**src/rtl/uart_rx.sv**
```systemverilog
// 8N1 UART receiver with its own mid-bit timing, re-aligned on each start bit.
// Delivers bytes over valid/ready; framing and overrun errors are one-cycle pulses.
module uart_rx #(
   parameter int CLKS_PER_BIT = 8
) (
   input  logic       clk,
   input  logic       rst,
   input  logic       rx,
   output logic [7:0] data_out,
   output logic       data_valid,
   input  logic       data_ready,
   output logic       frame_err,
   output logic       overrun,
   output logic       busy
);

   localparam int CW = $clog2(CLKS_PER_BIT);
   localparam logic [CW-1:0] HALF = CW'(CLKS_PER_BIT / 2 - 1);
   localparam logic [CW-1:0] FULL = CW'(CLKS_PER_BIT - 1);

   typedef enum logic [1:0] {IDLE, START, DATA, STOP} state_t;

   state_t        state, state_nxt;
   logic          rx_m, rx_s;
   logic [CW-1:0] cnt;
   logic [2:0]    bit_idx;
   logic [7:0]    shift;
   logic          half_hit, full_hit;
   logic          stop_smp, load, drop, bad_stop;

   always_ff @(posedge clk or negedge rst) begin
      if (!rst) begin
         rx_m <= 1'b1;
         rx_s <= 1'b1;
      end else begin
         rx_m <= rx;
         rx_s <= rx_m;
      end
   end

   assign half_hit = (cnt == HALF);
   assign full_hit = (cnt == FULL);

   always_ff @(posedge clk or negedge rst) begin
      if (!rst) state <= IDLE;
      else      state <= state_nxt;
   end

   always_comb begin
      state_nxt = state;
      case (state)
         IDLE:    if (!rx_s) state_nxt = START;
         START:   if (half_hit) state_nxt = rx_s ? IDLE : DATA;
         DATA:    if (full_hit && bit_idx == 3'd7) state_nxt = STOP;
         STOP:    if (full_hit) state_nxt = IDLE;
         default: state_nxt = IDLE;
      endcase
   end

   // Stop-bit sample decides between delivery, overrun drop and framing error.
   always_comb begin
      stop_smp = (state == STOP) && full_hit;
      load     = stop_smp && rx_s && (!data_valid || data_ready);
      drop     = stop_smp && rx_s && data_valid && !data_ready;
      bad_stop = stop_smp && !rx_s;
   end

   always_ff @(posedge clk or negedge rst) begin
      if (!rst) begin
         cnt        <= '0;
         bit_idx    <= '0;
         shift      <= '0;
         data_out   <= '0;
         data_valid <= 1'b0;
         frame_err  <= 1'b0;
         overrun    <= 1'b0;
         busy       <= 1'b0;
      end else begin
         busy      <= (state_nxt != IDLE);
         frame_err <= bad_stop;
         overrun   <= drop;
         if (load) begin
            data_out   <= shift;
            data_valid <= 1'b1;
         end else if (data_ready) begin
            data_valid <= 1'b0;
         end
         case (state)
            IDLE: cnt <= '0;
            START: begin
               cnt     <= half_hit ? '0 : cnt + 1'b1;
               bit_idx <= '0;
            end
            DATA: begin
               if (full_hit) begin
                  cnt     <= '0;
                  shift   <= {rx_s, shift[7:1]};
                  bit_idx <= bit_idx + 1'b1;
               end else begin
                  cnt <= cnt + 1'b1;
               end
            end
            STOP:    cnt <= full_hit ? '0 : cnt + 1'b1;
            default: cnt <= '0;
         endcase
      end
   end

endmodule

```
**config.mk**
```make
export PLATFORM = sky130hd
export DESIGN_NAME = uart_rx
export DESIGN_NICKNAME = d
export VERILOG_FILES = /design/src/rtl/uart_rx.sv
export SDC_FILE = /design/constraint.sdc
export NUM_CORES = 1
export LEC_CHECK = 0
export ABC_CLOCK_PERIOD_IN_PS = 2000
export CAP_MARGIN = 20
export CORE_MARGIN = 2
export CORE_UTILIZATION = 53
export DETAILED_ROUTE_END_ITERATION = 7
export PLACE_DENSITY = 0.77
export SLEW_MARGIN = 5
export SYNTH_ARGS = -nofsm -noshare
export SYNTH_HDL_FRONTEND = slang
export SYNTH_SLANG_ARGS = --single-unit
```
**constraint.sdc**
```tcl
create_clock -name clk -period 2 [get_ports clk]
set_clock_uncertainty 0.05 [all_clocks]
set_input_delay 0.6 -clock clk [delete_from_list [all_inputs] [get_ports clk]]
set_output_delay 0.6 -clock clk [all_outputs]
set_load 0.02 [all_outputs]
```
# --- Word-level counts from Yosys, hierarchy flattened ---
# Cells that the tools add are included.
# W data, S select, Z words.
classes:
  shift: 0
  mul: 0
  n_div: 0
  n_reduce_logical: 18
  bitwise_logic: 0
  muxes: 13
  n_addsub: 2
  n_lt_le_gt_ge: 0
  eq_ne: 7
op_table:
  columns: ["operator", "count"]
  rows:
  - ["$mux W2", 5]
  - ["$mux W3", 3]
  - ["$pmux W3 S3", 1]
  - ["$pmux W2 S4", 1]
  - ["$logic_and A1 B1 Y1", 7]
  - ["$add A3 B1 Y3 const B", 2]
  - ["$eq A3 B3 Y1 const B", 2]
  - ["$pmux W3 S2", 1]
  - ["$reduce_bool A2 Y1", 3]
  - ["$eq A2 B2 Y1 const B", 2]
  - ["$reduce_and A2 Y1", 2]
  - ["$eq A3 B2 Y1 const B", 1]
  - ["$logic_not A1 Y1", 3]
  - ["$eq A2 B1 Y1 const B", 1]
  - ["$logic_not A2 Y1", 1]
  - ["$mux W1", 2]
  - ["$ne A2 B2 Y1 const B", 1]
  - ["$reduce_or A2 Y1", 1]
  - ["$logic_or A1 B1 Y1", 1]
totals:
  ramBits: 0
  output_inout_bits: 12
  latch_bits: 0
  rom_bits: 0
  regBits: 30
  inputBits: 4
  memories: 0
  wordCells: 51

# --- Longest topological paths before layout ---
logic_depth:
  word_depth: 5
  mapped_depth: 7
  mapped_depth_nobuf: 5

# --- Worst setup path after synthesis ---
# No wires, ideal clock.
synth_timing:
  kind: "register to register"
  from: "register cnt[0]"
  to: "register data_out[0]"
  path_stages_with_launch: 8
  slack_ns: 0.330
  setup_time_ns: 0.125
  period_less_slack_ns: 1.670
  required_time_ns: 1.825
  t_arrival_ns: 1.494
  n_path_buf: 2
  path_cell_list: "dfrtp_1 ha_1 ha_1 buf_4 nand4_2 nor2b_2 buf_6 mux2_4"
synth_via:
  elab_chain_cells: 4
synth_rtl:
  columns: ["element", "line_no", "source"]
  rows:
  - ["start: declaration", "25", "logic [CW-1:0] cnt;"]
  - ["start signal: assignment", "91", "cnt <= half_hit ? '0 : cnt + 1'b1;"]
  - ["start signal: assignment", "100", "cnt <= cnt + 1'b1;"]
  - ["start signal: assignment", "103", "STOP: cnt <= full_hit ? '0 : cnt + 1'b1;"]
  - ["$eq A3 B3 Y1", "42", "assign full_hit = (cnt == FULL);"]
  - ["$logic_and A1 B1 Y1", "62", "stop_smp = (state == STOP) && full_hit;"]
  - ["$logic_and A1 B1 Y1 (2 in series)", "63", "load = stop_smp && rx_s && (!data_valid || data_ready);"]
  - ["end signal: assignment", "83", "data_out <= shift;"]
  - ["end: declaration", "9", "output logic [7:0] data_out,"]
# No other way between the ends.
# A chain may end at the register's enable or synchronous reset.

# --- Worst setup path after layout ---
layout_timing:
  from: "register data_out[5]"
  to: "output port data_out[5]"
# No word-level cell between the ends.

==> out/summary.txt <==
Startpoint Class - register
async set-reset flop share out of synthesis - 100%
hold buffers post-CTS - 0
ANT cells - 0
Setup Buffers After CTS - 0
setup violators final - 0
cell taking the most area after synthesis - dfrtp_1
initial antenna violation count - 0
Yosys warnings - 0
Final WS setup - 0.0641 ns
worst-path cell chain - clkdlybuf4s50_1
Setup crit start - data_out[5]
first-pass GRT wire length - 3320 um
Hold Startpoint - rx_m
DRT Wirelength - 1950 um
Layout Area Growth over Synthesis - 18.5%
Clock Pin Slew Worst Setup and Hold Paths - 0.08 ns
worst skew pair latency - 0.31 ns
Crit path arrival time - 1.29 ns
utilization after layout - 67.8%
cell count after synthesis - 90
Syn Area/Cell - 14.5 um2
syn_nets - 100
DP Area - 1500 um2
Layout Nets - 122
Worst slew margin - 69.7%
initial core utilization - 57.2%
Slew Limit Fails - 0
power density over the cells - 897 nW/um2
Worst R2R Start - cnt[0]
top-count cell post-synth - dfrtp_1
CP max stage delay - 0.61 ns
number of remaining DRC errors - 0
vias in the first global route - 761
fillcell total - 175
Yosys cell types - 30
layout cells sized above 1 - 28.6%
Tmin final - 1.94 ns
total track usage - 16.9%
critical path's slowest cell - clkdlybuf4s50_1
FF-to-FF End - data_out[1]
Post-synth top cells - 28 x dfrtp_1, 8 x mux2_2, 8 x mux2_4, 6 x ha_1, 4 x inv_1
crit end category - output port
Max Freq - 517 MHz
Leakage - 0.744 nW
CP max FO - 2
EDFF count, synth - 0
Die Height - 53.6 um
Hold Crit Depth - 0
status - completed
Syn Std Cell Area - 1300 um2
Die X - 53.6 um
design area - 1540 um2
DPL Wire Length - 1430 um
DR vias/cell - 5.20
Root Buffer - clkbuf_4
GP Congestion - 0.697
H-tree depth - 2
vias after detailed routing - 728
HP Class - register to register
RSZ-0062 raised after global routing - false
post-detailed-route count of antenna-violating nets - 0
# resized after CTS - 0
die footprint - 2870 um2
r2r worst-path depth - 6
final hold vios - 0
GRT Residual Overflow - 0
Num CTS Buffers - 5
setup TNS - 0 ns
Worst Path Buf+Inv - 1
worst hold endpoint - rx_s
Longest Clk Path Bufs - 2
Yosys reg bits - 30
1st-pass router iterations - 4
worst path required time - 1.35 ns
share of the yosys chip area belonging to registers - 57.8%
Setup WS pre-CTS - -0.0421 ns
Crit Path Class - register to output port
Worst-Margin Slew - 0.451 ns
Buffers on Ports - 15
Power Total - 0.00138 W
Crit path max-delay family - buffers and inverters
Ports - 16
Iteration-0 DRC Markers - 7
Primary FF master, synth - dfrtp_1
TritonCTS Sinks - 30
number of max-cap violations - 0
wire length per cell - 13.9 um
area share of the largest cell type after synthesis - 53.8%
Core ar. - 2280 um2
crit share post-route - 96.8%
largest cells by area after synthesis - dfrtp_1 54%, mux2_4 9.2%, mux2_2 6.9%, ha_1 5.8%, dfstp_2 4.0%
Worst VDD drop - 683 uV
Rows - 17
CTS tree - yes
worst reg2reg setup slack - 0.21 ns
largest net degree at the start of global routing - 31
[cell type report]
type / instances / area (um2) / share of cell area, %
multi-input combinational: 51 / 499 / 32.3
tap: 28 / 35.0 / 2.27
timing repair buffer: 19 / 193 / 12.5
clock buffer: 7 / 45.0 / 2.92
inverter: 5 / 18.8 / 1.22
sequential: 30 / 753 / 48.8
[flip-flops by register name (all words and copies together), names as in the netlist]
name        flops
rx_s            1
bit_idx         3
shift           8
data_out        8
cnt             3
busy            1
frame_err       1
state           2
rx_m            1
data_valid      1
overrun         1
[power breakdown]
part / internal (W) / switching [W]
registers: 0.000678 / 0.0000654
logic: 0.000164 / 0.000167
clock network: 0.000132 / 0.000178
[cells by family (layout without fill, tap and decap cells)]
logic type | Yosys count | count (layout) | share of synthesized area, %
muxes | 18 | 18 | 18.6
buffers and inverters | 9 | 31 | 3.84
AOI/OAI and AO/OA | 9 | 9 | 5.09
adders and majority gates | 6 | 6 | 5.76
and+or+nand+nor | 18 | 18 | 8.84
DFF | 30 | 30 | 57.8
[layer usage]
| layer | vias up | part of all wire [%] | GRT usage (%) |
|---|---|---|---|
| met5 | - | 0 | 0 |
| met4 | 0 | 0.46 | 7.69 |
| met3 | 2 | 4.7 | 5.83 |
| met2 | 16 | 46 | 25.3 |
| met1 | 359 | 48 | 22.1 |
| li1 | 351 | - | - |
[how the worst max path moves through the flow]
stage                   to  cells after the start
2_1_floorplan  data_out[0]                      7
3_3_place_gp   data_out[4]                      5
3_5_place_dp   data_out[4]                      5
4_1_cts        data_out[4]                      1
5_1_grt        data_out[4]                      1
6_report       data_out[5]                      1
[layout by cell type, fill, tap and decap left out, types with 2 or more instances in the layout]
cell,n
o2bb2ai_1,2
buf_4,3
nand2_1,3
nand2b_1,3
ha_1,6
clkdlybuf4s50_1,15
dfstp_2,2
clkbuf_4,5
mux2_2,8
a31oi_1,2
nor2_1,2
nor2b_1,3
mux2_4,8
inv_1,4
clkbuf_1,2
dfrtp_1,28
[through the flow]
stage	hold slack (ns)	cells
2_1_floorplan	0.254	90
3_3_place_gp	0.296	133
3_5_place_dp	0.305	133
4_1_cts	0.318	140
5_1_grt	0.320	140
6_report	0.314	140
No activity file was read; power rests on OpenSTA's default activity.
